===== config.mk =====
export PLATFORM = sky130hd
export DESIGN_NAME = sl_transmitter
export DESIGN_NICKNAME = d
export VERILOG_FILES = /design/src/rtl/sl_pkg.sv /design/src/rtl/sl_transmitter.sv
export SDC_FILE = /design/constraint.sdc
export NUM_CORES = 1
export LEC_CHECK = 0
export ABC_AREA = 1
export CAP_MARGIN = 20
export CORE_AREA = 10 10 129 131
export CTS_CLUSTER_DIAMETER = 30
export CTS_CLUSTER_SIZE = 28
export DETAILED_ROUTE_END_ITERATION = 10
export DIE_AREA = 0 0 139 141
export GPL_TIMING_DRIVEN = 0
export HOLD_SLACK_MARGIN = 0.08
export PLACE_DENSITY = 0.65
export REMOVE_ABC_BUFFERS = 1
export SLEW_MARGIN = 20
export SYNTH_ARGS = -nofsm -noshare
export SYNTH_HDL_FRONTEND = slang
export SYNTH_SLANG_ARGS = --single-unit

===== constraint.sdc =====
create_clock -name clk -period 4.3 [get_ports clk]
set_clock_uncertainty 0.1 [all_clocks]
set_input_delay 1.075 -clock clk [delete_from_list [all_inputs] [get_ports clk]]
set_output_delay 1.075 -clock clk [all_outputs]
set_load 0.02 [all_outputs]

===== src/rtl/sl_pkg.sv =====
// Shared definitions for the SL serial-line transmitter and receiver:
// config field positions, reset config, BQ legality, FSM states, frame builder.
package sl_pkg;

  localparam int          CFG_PINV  = 0;
  localparam int          CFG_BQL   = 1;
  localparam int          CFG_BQH   = 6;
  localparam logic [15:0] CFG_RESET = 16'h0010;

  typedef enum logic [2:0] {
    ST_IDLE,
    ST_PULSE,
    ST_GAP,
    ST_STOP,
    ST_IFG
  } sl_state_e;

  function automatic logic bq_legal(input logic [5:0] bq);
    return !bq[0] && (bq >= 6'd8) && (bq <= 6'd32);
  endfunction

  // Data bits below BQ, odd parity at position BQ (optionally inverted).
  function automatic logic [32:0] sl_frame(input logic [31:0] data,
                                           input logic [5:0]  bq,
                                           input logic        pinv);
    logic [31:0] d;
    logic [32:0] frame;
    d         = data & 32'((33'd1 << bq) - 33'd1);
    frame     = {1'b0, d};
    frame[bq] = ~^d ^ pinv;
    return frame;
  endfunction

endpackage


===== src/rtl/sl_transmitter.sv =====
// SL word transmitter: serialises a handshaken word LSB-first onto the
// ones/zeroes line pair as BQ data bits, odd parity and a stop bit.
//
// state    | meaning
// ST_IDLE  | tx_ready high, waiting for a word
// ST_PULSE | current bit's low pulse on its line
// ST_GAP   | both lines high between bits
// ST_STOP  | stop bit, both lines low
// ST_IFG   | inter-frame idle before tx_ready returns
module sl_transmitter
  import sl_pkg::*;
#(
  parameter int CONFIG_WIDTH = 16,
  parameter int PULSE_LEN    = 16,
  parameter int GAP_LEN      = 16,
  parameter int IFG_LEN      = 32
) (
  input  logic                    clk,
  input  logic                    rst_n,
  input  logic [CONFIG_WIDTH-1:0] wr_config_w,
  input  logic                    wr_enable,
  output logic [CONFIG_WIDTH-1:0] r_config_w,
  input  logic [31:0]             tx_data,
  input  logic                    tx_valid,
  output logic                    tx_ready,
  output logic                    serial_line_ones,
  output logic                    serial_line_zeroes,
  output logic                    busy,
  output logic                    tx_done
);

  sl_state_e               state;
  logic [CONFIG_WIDTH-1:0] cfg_q;
  logic [5:0]              cyc_cnt;
  logic [5:0]              bit_cnt;
  logic [5:0]              word_bq;
  logic [32:0]             shreg;
  logic                    last_q;

  logic       cfg_wr_ok;
  logic       handshake;
  logic [5:0] bq_eff;
  logic       pinv_eff;

  assign cfg_wr_ok = wr_enable && (state == ST_IDLE) && bq_legal(wr_config_w[CFG_BQH:CFG_BQL]);
  assign handshake = tx_valid && tx_ready;

  // A write landing on the handshake edge already governs that word.
  assign bq_eff   = cfg_wr_ok ? wr_config_w[CFG_BQH:CFG_BQL] : cfg_q[CFG_BQH:CFG_BQL];
  assign pinv_eff = cfg_wr_ok ? wr_config_w[CFG_PINV] : cfg_q[CFG_PINV];

  assign r_config_w = cfg_q;

  always_ff @(posedge clk or negedge rst_n) begin
    if (!rst_n) begin
      cfg_q <= CONFIG_WIDTH'(CFG_RESET);
    end else if (cfg_wr_ok) begin
      cfg_q <= wr_config_w;
    end
  end

  // Outputs are registered from the current state, so lines, ready and done
  // all trail the state register by one cycle.
  always_ff @(posedge clk or negedge rst_n) begin
    if (!rst_n) begin
      state              <= ST_IDLE;
      cyc_cnt            <= '0;
      bit_cnt            <= '0;
      word_bq            <= '0;
      shreg              <= '0;
      last_q             <= 1'b0;
      tx_ready           <= 1'b1;
      busy               <= 1'b0;
      tx_done            <= 1'b0;
      serial_line_ones   <= 1'b1;
      serial_line_zeroes <= 1'b1;
    end else begin
      serial_line_ones   <= !((state == ST_PULSE && shreg[0]) || state == ST_STOP);
      serial_line_zeroes <= !((state == ST_PULSE && !shreg[0]) || state == ST_STOP);
      tx_ready           <= (state == ST_IDLE) && !handshake;
      busy               <= (state != ST_IDLE) || handshake;
      tx_done            <= (state == ST_IDLE) && !tx_ready;

      cyc_cnt <= (cyc_cnt == 6'h3f) ? cyc_cnt : cyc_cnt + 6'd1;

      case (state)
        ST_IDLE: begin
          if (handshake) begin
            shreg   <= sl_frame(tx_data, bq_eff, pinv_eff);
            word_bq <= bq_eff;
            bit_cnt <= '0;
            cyc_cnt <= '0;
            last_q  <= 1'b0;
            state   <= ST_PULSE;
          end
        end
        ST_PULSE: begin
          if (cyc_cnt == 6'(PULSE_LEN - 1)) begin
            cyc_cnt <= '0;
            state   <= ST_GAP;
          end
        end
        ST_STOP: begin
          if (cyc_cnt == 6'(PULSE_LEN - 1)) begin
            cyc_cnt <= '0;
            last_q  <= 1'b1;
            state   <= ST_GAP;
          end
        end
        ST_GAP: begin
          if (cyc_cnt == 6'(GAP_LEN - 1)) begin
            cyc_cnt <= '0;
            if (last_q) begin
              state <= ST_IFG;
            end else if (bit_cnt < word_bq) begin
              shreg   <= shreg >> 1;
              bit_cnt <= bit_cnt + 6'd1;
              state   <= ST_PULSE;
            end else begin
              state <= ST_STOP;
            end
          end
        end
        ST_IFG: begin
          if (cyc_cnt == 6'(IFG_LEN - 1)) begin
            cyc_cnt <= '0;
            state   <= ST_IDLE;
          end
        end
        default: state <= ST_IDLE;
      endcase
    end
  end

endmodule


==> flow_summary_export.csv <==
group,metric,value,unit
outcome,outcome,"finished with violations",
outcome,violations,"setup timing",
timing,max_freq,0.225,GHz
hold_path,holdCritPathClass,"reg -> reg",
critical_path,crit_arrival,4580,ps
route,num_vias,7796,
timing,setup_viol,33,
global_route,grt_start_max_net_pins,47,
timing,finalCriticalPeriod,4450,ps
synth,ys_seq_elements,76,
clocking,clkTransAtPathRegs,60,ps
floorplanning,start_util,43.5,%
timing,setup_tns,-3520,ps
layout,final_util,67.4,%
synth,synth_area_leader_cell,"dfrtp_1",
clocking,cts_sinks,76,
critical_path,worst_path_max_delay_cell,"nor2_1",
floorplanning,die_area,0.0196,sq mm
route,routed_wirelength,25500,um
critical_path,cp_max_fo,8,
layout,drive_above_1_share,33.1,%
clocking,cts.root.buffer_cell,"clkbuf_16",
floorplanning,dieHeight,141,um
layout,diodes,0,
job,maxCapViolations,0,
floorplanning,io_pins,73,
clocking,tritoncts,"yes",
power_and_ir_drop,power_leakage,4.81,nW
place,placed_cell_area,0.00702,sq mm
clocking,cts_buffers,9,
power_and_ir_drop,powerDensity,921,mW/mm^2
synth,synth_cell_types,38,
timing,grt_setup_unrepaired,"true",
critical_path,critPathKind,"in -> reg",
clocking,clock_latency,350,ps
synth,synth_top_cell_area_share,29.2,%
synth,synth_area_leaders,"dfrtp_1 (29%), nand2_1 (23%), nand3_1 (7.1%)",
synth,synth_edf_count,0,
synth,synth_seq_area_share,30.9,%
timing,fin_crit_sh,104,%
synth,yosys_most_used_dff,"dfrtp_1",
global_route,antenna_found_initial,0,
timing,layout_setup_ws,-151,ps
floorplanning,die_x,139,um
floorplanning,core_area,0.0142,sq mm
place,io_buffers,72,
critical_path,worst_setup_path_end_kind,"flop",
route,firstDrtPassIters,6,
clocking,clockBufferDepth,2,
route,vias_per_cell,5.60,
critical_path,worstSetupStartpointType,"input port",
place,gp_congestion,0.956,
route,ant_nets,0,
power_and_ir_drop,ir_drop,0.659,mV
global_route,grt.total_usage,23.9,%
global_route,grt_pass1_vias,7353,
floorplanning,num_rows,44,
synth,synth_commonest_cells,"nand2_1 (383), nor2_1 (117), inv_1 (95), nand3_1 (88), dfrtp_1 (72)",
synth,syn_area,0.00617,sq mm
place,dp_hpwl,15300,um
synth,ys_warn_count,0,
layout,nets,1262,
timing,relSlewSlack,30.3,%
clocking,postCtsHoldBufs,0,
route,wl_per_cell,18.4,um
route,drtIter0Drc,988,
global_route,gr-total-overflow,0,
power_and_ir_drop,power,8.83,mW
synth,netlist_instances,1016,
timing,worst_slew_pin_slew,1040,ps
critical_path,critPathMaxStageDelay,260,ps
timing,slew_viol_final,0,
clocking,cts_htree_levels,3,
global_route,grt_pass1_wl,38200,um
critical_path,cp.required,4430,ps
layout,fin_area,0.00958,sq mm
synth,syn_area_per_cell,6.08,sq um
synth,yosysMostFrequentCell,"nand2_1",
timing,final_hold_viol_count,0,
layout,syn2layout_area_growth,55.1,%
route,drc_errors,0,
synth,async_flop_share,100,%
## final timing paths
check / from / endpoint / slack, ps / cells past startpoint
max: wr_config_w[2] / shreg[2] / -150 / 28
min: shreg[0] / serial_line_ones / 350 / 1
max reg2reg: state[2] / shreg[2] / 170 / 27
min reg2reg: shreg[0] / serial_line_ones / 350 / 1
max in group asynchronous: rst_n / r_config_w[4] / 2890 / 2
min in group asynchronous: rst_n / cyc_cnt[0] / 570 / 1
## kinds of logic after synthesis
kind of cell / count (synthesis) / synth area share [%]
AND/OR/NAND/NOR: 667 / 46.9
buffers and inverters: 131 / 9.14
AO/OA/AOI/OAI: 130 / 10.9
flip-flops: 76 / 30.9
adder cells (fa/ha/maj): 8 / 1.62
XOR/XNOR: 4 / 0.568
## power by group
group	internal, mW	leakage (nW)	switching (mW)
logic	2.45	3.74	4.35
registers	1.04	0.937	0.186
clock network	0.468	0.138	0.332
total	3.96	4.81	4.87
## layout by cell type (no fill, tap or decap), drive strengths merged, types with 2 or more instances in the layout
cell           count
a31oi              4
clkinv             4
nand2            407
nor3               6
nor2             132
a21oi             37
dfrtp             72
clkinvlp           3
nand3             97
nor3b              2
xor2               3
o21ai             84
inv              101
ha                 8
clkbuf            15
dfstp              4
buf              127
nand4             26
clkdlybuf4s50     64
## metrics by stage
stage	setup slack, ps	hold slack [ps]	cells
after floorplan	-215	314	989
after global placement	-1990	336	1245
after detailed placement	-2040	344	1248
after CTS	0.618	354	1374
after global routing	-335	399	1391
final	-151	349	1391
## state kept, by name, summed over array words and instances (netlist names)
register,flops
serial_line_zeroes,1
word_bq,6
bit_cnt,6
last_q,1
tx_ready,1
serial_line_ones,1
shreg,33
busy,1
state,3
cyc_cnt,6
r_config_w,16
tx_done,1
## layer usage
layer / vias to the layer above / part of all wire (%) / track usage [%]
li1: 3656 / - / -
met1: 3570 / 40 / 30.5
met2: 450 / 45 / 38.3
met3: 120 / 8.9 / 4.03
met4: 0 / 5.6 / 11.8
met5: - / 0 / 0
## repair_timing
| action | 4_1_cts | 5_1_grt |
|---|---|---|
| pin swaps | 79 | 75 |
| cloned | 8 | 0 |
| setup endpoints to repair | 33 | 33 |
| resized for setup | 216 | 129 |
| setup buffers | 102 | 17 |
## critical path: cells and delay by family
| kind | cells | cell delay (ps) |
|---|---|---|
| and+or+nand+nor | 21 | 2530 |
| buffers and inverters | 6 | 880 |
| AOI/OAI and AO/OA | 1 | 60 |
## cell type report
class / count / area [sq um]
Clock inverter: 5 / 61.3
Inverter: 104 / 422
Tap cell: 184 / 230
Timing Repair Buffer: 195 / 1820
Multi-Input combinational cell: 816 / 4890
Clock buffer: 11 / 243
Sequential cell: 76 / 1910
Fill cell: 1170 / 4630
Note: power is estimated with default switching activity, not from simulation.
==> RTL change (same flow settings) <==
The 5 states of `sl_state_e` get a one-hot encoding in 5 bits.
--- a/src/rtl/sl_pkg.sv
+++ b/src/rtl/sl_pkg.sv
@@ -7,12 +7,12 @@
   localparam int          CFG_BQH   = 6;
   localparam logic [15:0] CFG_RESET = 16'h0010;
 
-  typedef enum logic [2:0] {
-    ST_IDLE,
-    ST_PULSE,
-    ST_GAP,
-    ST_STOP,
-    ST_IFG
+  typedef enum logic [4:0] {
+    ST_IDLE  = 5'b00001,
+    ST_PULSE = 5'b00010,
+    ST_GAP   = 5'b00100,
+    ST_STOP  = 5'b01000,
+    ST_IFG   = 5'b10000
   } sl_state_e;
 
   function automatic logic bq_legal(input logic [5:0] bq);
Function: no difference found for any inputs over 10 cycles, from zero or initial values and one cycle with rst_n low; not proved beyond that.
==> RTL change against the unedited design <==
  * The run still ends with setup timing left
  * Final area decreased by 12%
  * Count of clock-buffer cells in the layout increased by 1
  * Hold slack improved by 0.013 ns
  * Combinational power decreased by 12%
  * Area after synthesis decreased by 4.0%
  * Worst setup slack improved by 0.13 ns
  * Non-clock buffer count decreased by 46
  * Fmax increased by 3.1%
  * Routed wire length decreased by 20%
  * Total power decreased by 10%
  * Sequential cell count increased by 2
==> RTL change: results (changes against the unedited design) <==
[outcome]
status=complete, but fails checks
failing_checks=setup timing

[critical_path]
worstPathMaxFanout=6  ; -2
slowest_cp_cell=a21oi_4
rr_startpoint=state[0]
timing.critical_path.arrival_ns=4.50  ; -0.08 ns
r2r_setup_slack_ns=0.10  ; -0.07 ns

[pwr]
leakage_power_nw=4.41  ; -8.4%
ir_worst_vdd_mv=0.580  ; -12%

[route]
via_count=6626  ; -15%
drt_pass_1_iters=7  ; +1
routedWlPerCell_um=16.3  ; -11%
drt-initial-drc-count=582  ; -41%

[sta]
layout_setup_ws_ns=-0.0183  ; +0.133 ns
finalSetupViolCount=2  ; -94%

[synth]
seq_total_area_yosys_pct=33.0  ; +2.2 points
synth_common_cells=296 x nand2_1, 119 x inv_1, 100 x nor2_1, 88 x nand3_1, 73 x dfrtp_1
synthDistinctLibCells=43  ; +13%
synth.area.top_cells=dfrtp_1 31%, nand2_1 19%, inv_1 7.5%

[global_routing]
first_global_vias=6209  ; -16%
grt_usage_pct=19.8  ; -4.1 points
grt_start_max_net_pins=55  ; +17%

[final_layout]
post_route_cells_drive_above_1_share_pct=26.2  ; -7.0 points
filler_cells_inserted=1271  ; +8.6%
design.final.nets=1121  ; -11%

## RTL change: cells by family after synthesis
| kind of cell | Yosys count | synth area share, % |
|---|---|---|
| xor+xnor | 5 | 0.739 |
| flops | 78 | 33.0 |
| fa+ha+maj | 8 | 1.69 |
| buf+inv | 149 | 10.4 |
| compound gates | 109 | 11.4 |
| simple gates | 561 | 41.1 |
| mux | 9 | 1.71 |
## RTL change: stage by stage
stage | hold slack [ns] | cell area, µm² | instances | power, mW | TNS [ns]
after floorplan | 0.329 | 5780 | 896 | 3.79 | -10.53
after global placement | 0.365 | 6730 | 1152 | 4.82 | -141.09
after detailed placement | 0.355 | 6760 | 1153 | 4.88 | -73.81
after CTS | 0.372 | 8050 | 1235 | 6.93 | 0
after global routing | 0.403 | 8420 | 1250 | 8.43 | -4.05
final | 0.362 | 8420 | 1250 | 7.91 | -0.0234
## RTL change: layer usage
metal	vias to the layer above	wire [µm]	share of wire (%)	track usage (%)
li1	3246	-	-	-
met1	3052	8480	42	24.6
met2	261	9520	47	31.7
met3	67	1510	7.4	4.27
met4	0	821	4.0	10.2
met5	-	0	0	0
## RTL change: what timing repair did
item                       4_1_cts  5_1_grt
pin swaps                       64       64
resized for setup              146       68
buffers inserted                62       14
setup endpoints to repair       37       33
cloned                           4        1
## RTL change: power breakdown
group	total, mW	internal (mW)	switching (mW)
Clock	0.789	0.469	0.320
Sequential	1.17	1.03	0.140
Combinational	5.95	2.32	3.63
Total	7.91	3.82	4.09
## RTL change: layout make-up
class / count / share of cell area (%)
Multi-Input combinational cell: 696 / 47.9
Sequential cell: 78 / 23.3
Timing Repair Buffer: 149 / 16.7
Inverter: 126 / 5.72
Clock buffer: 12 / 2.93
Tap cell: 184 / 2.73
Clock inverter: 4 / 0.654
Timing Repair inverter: 1 / 0.0892
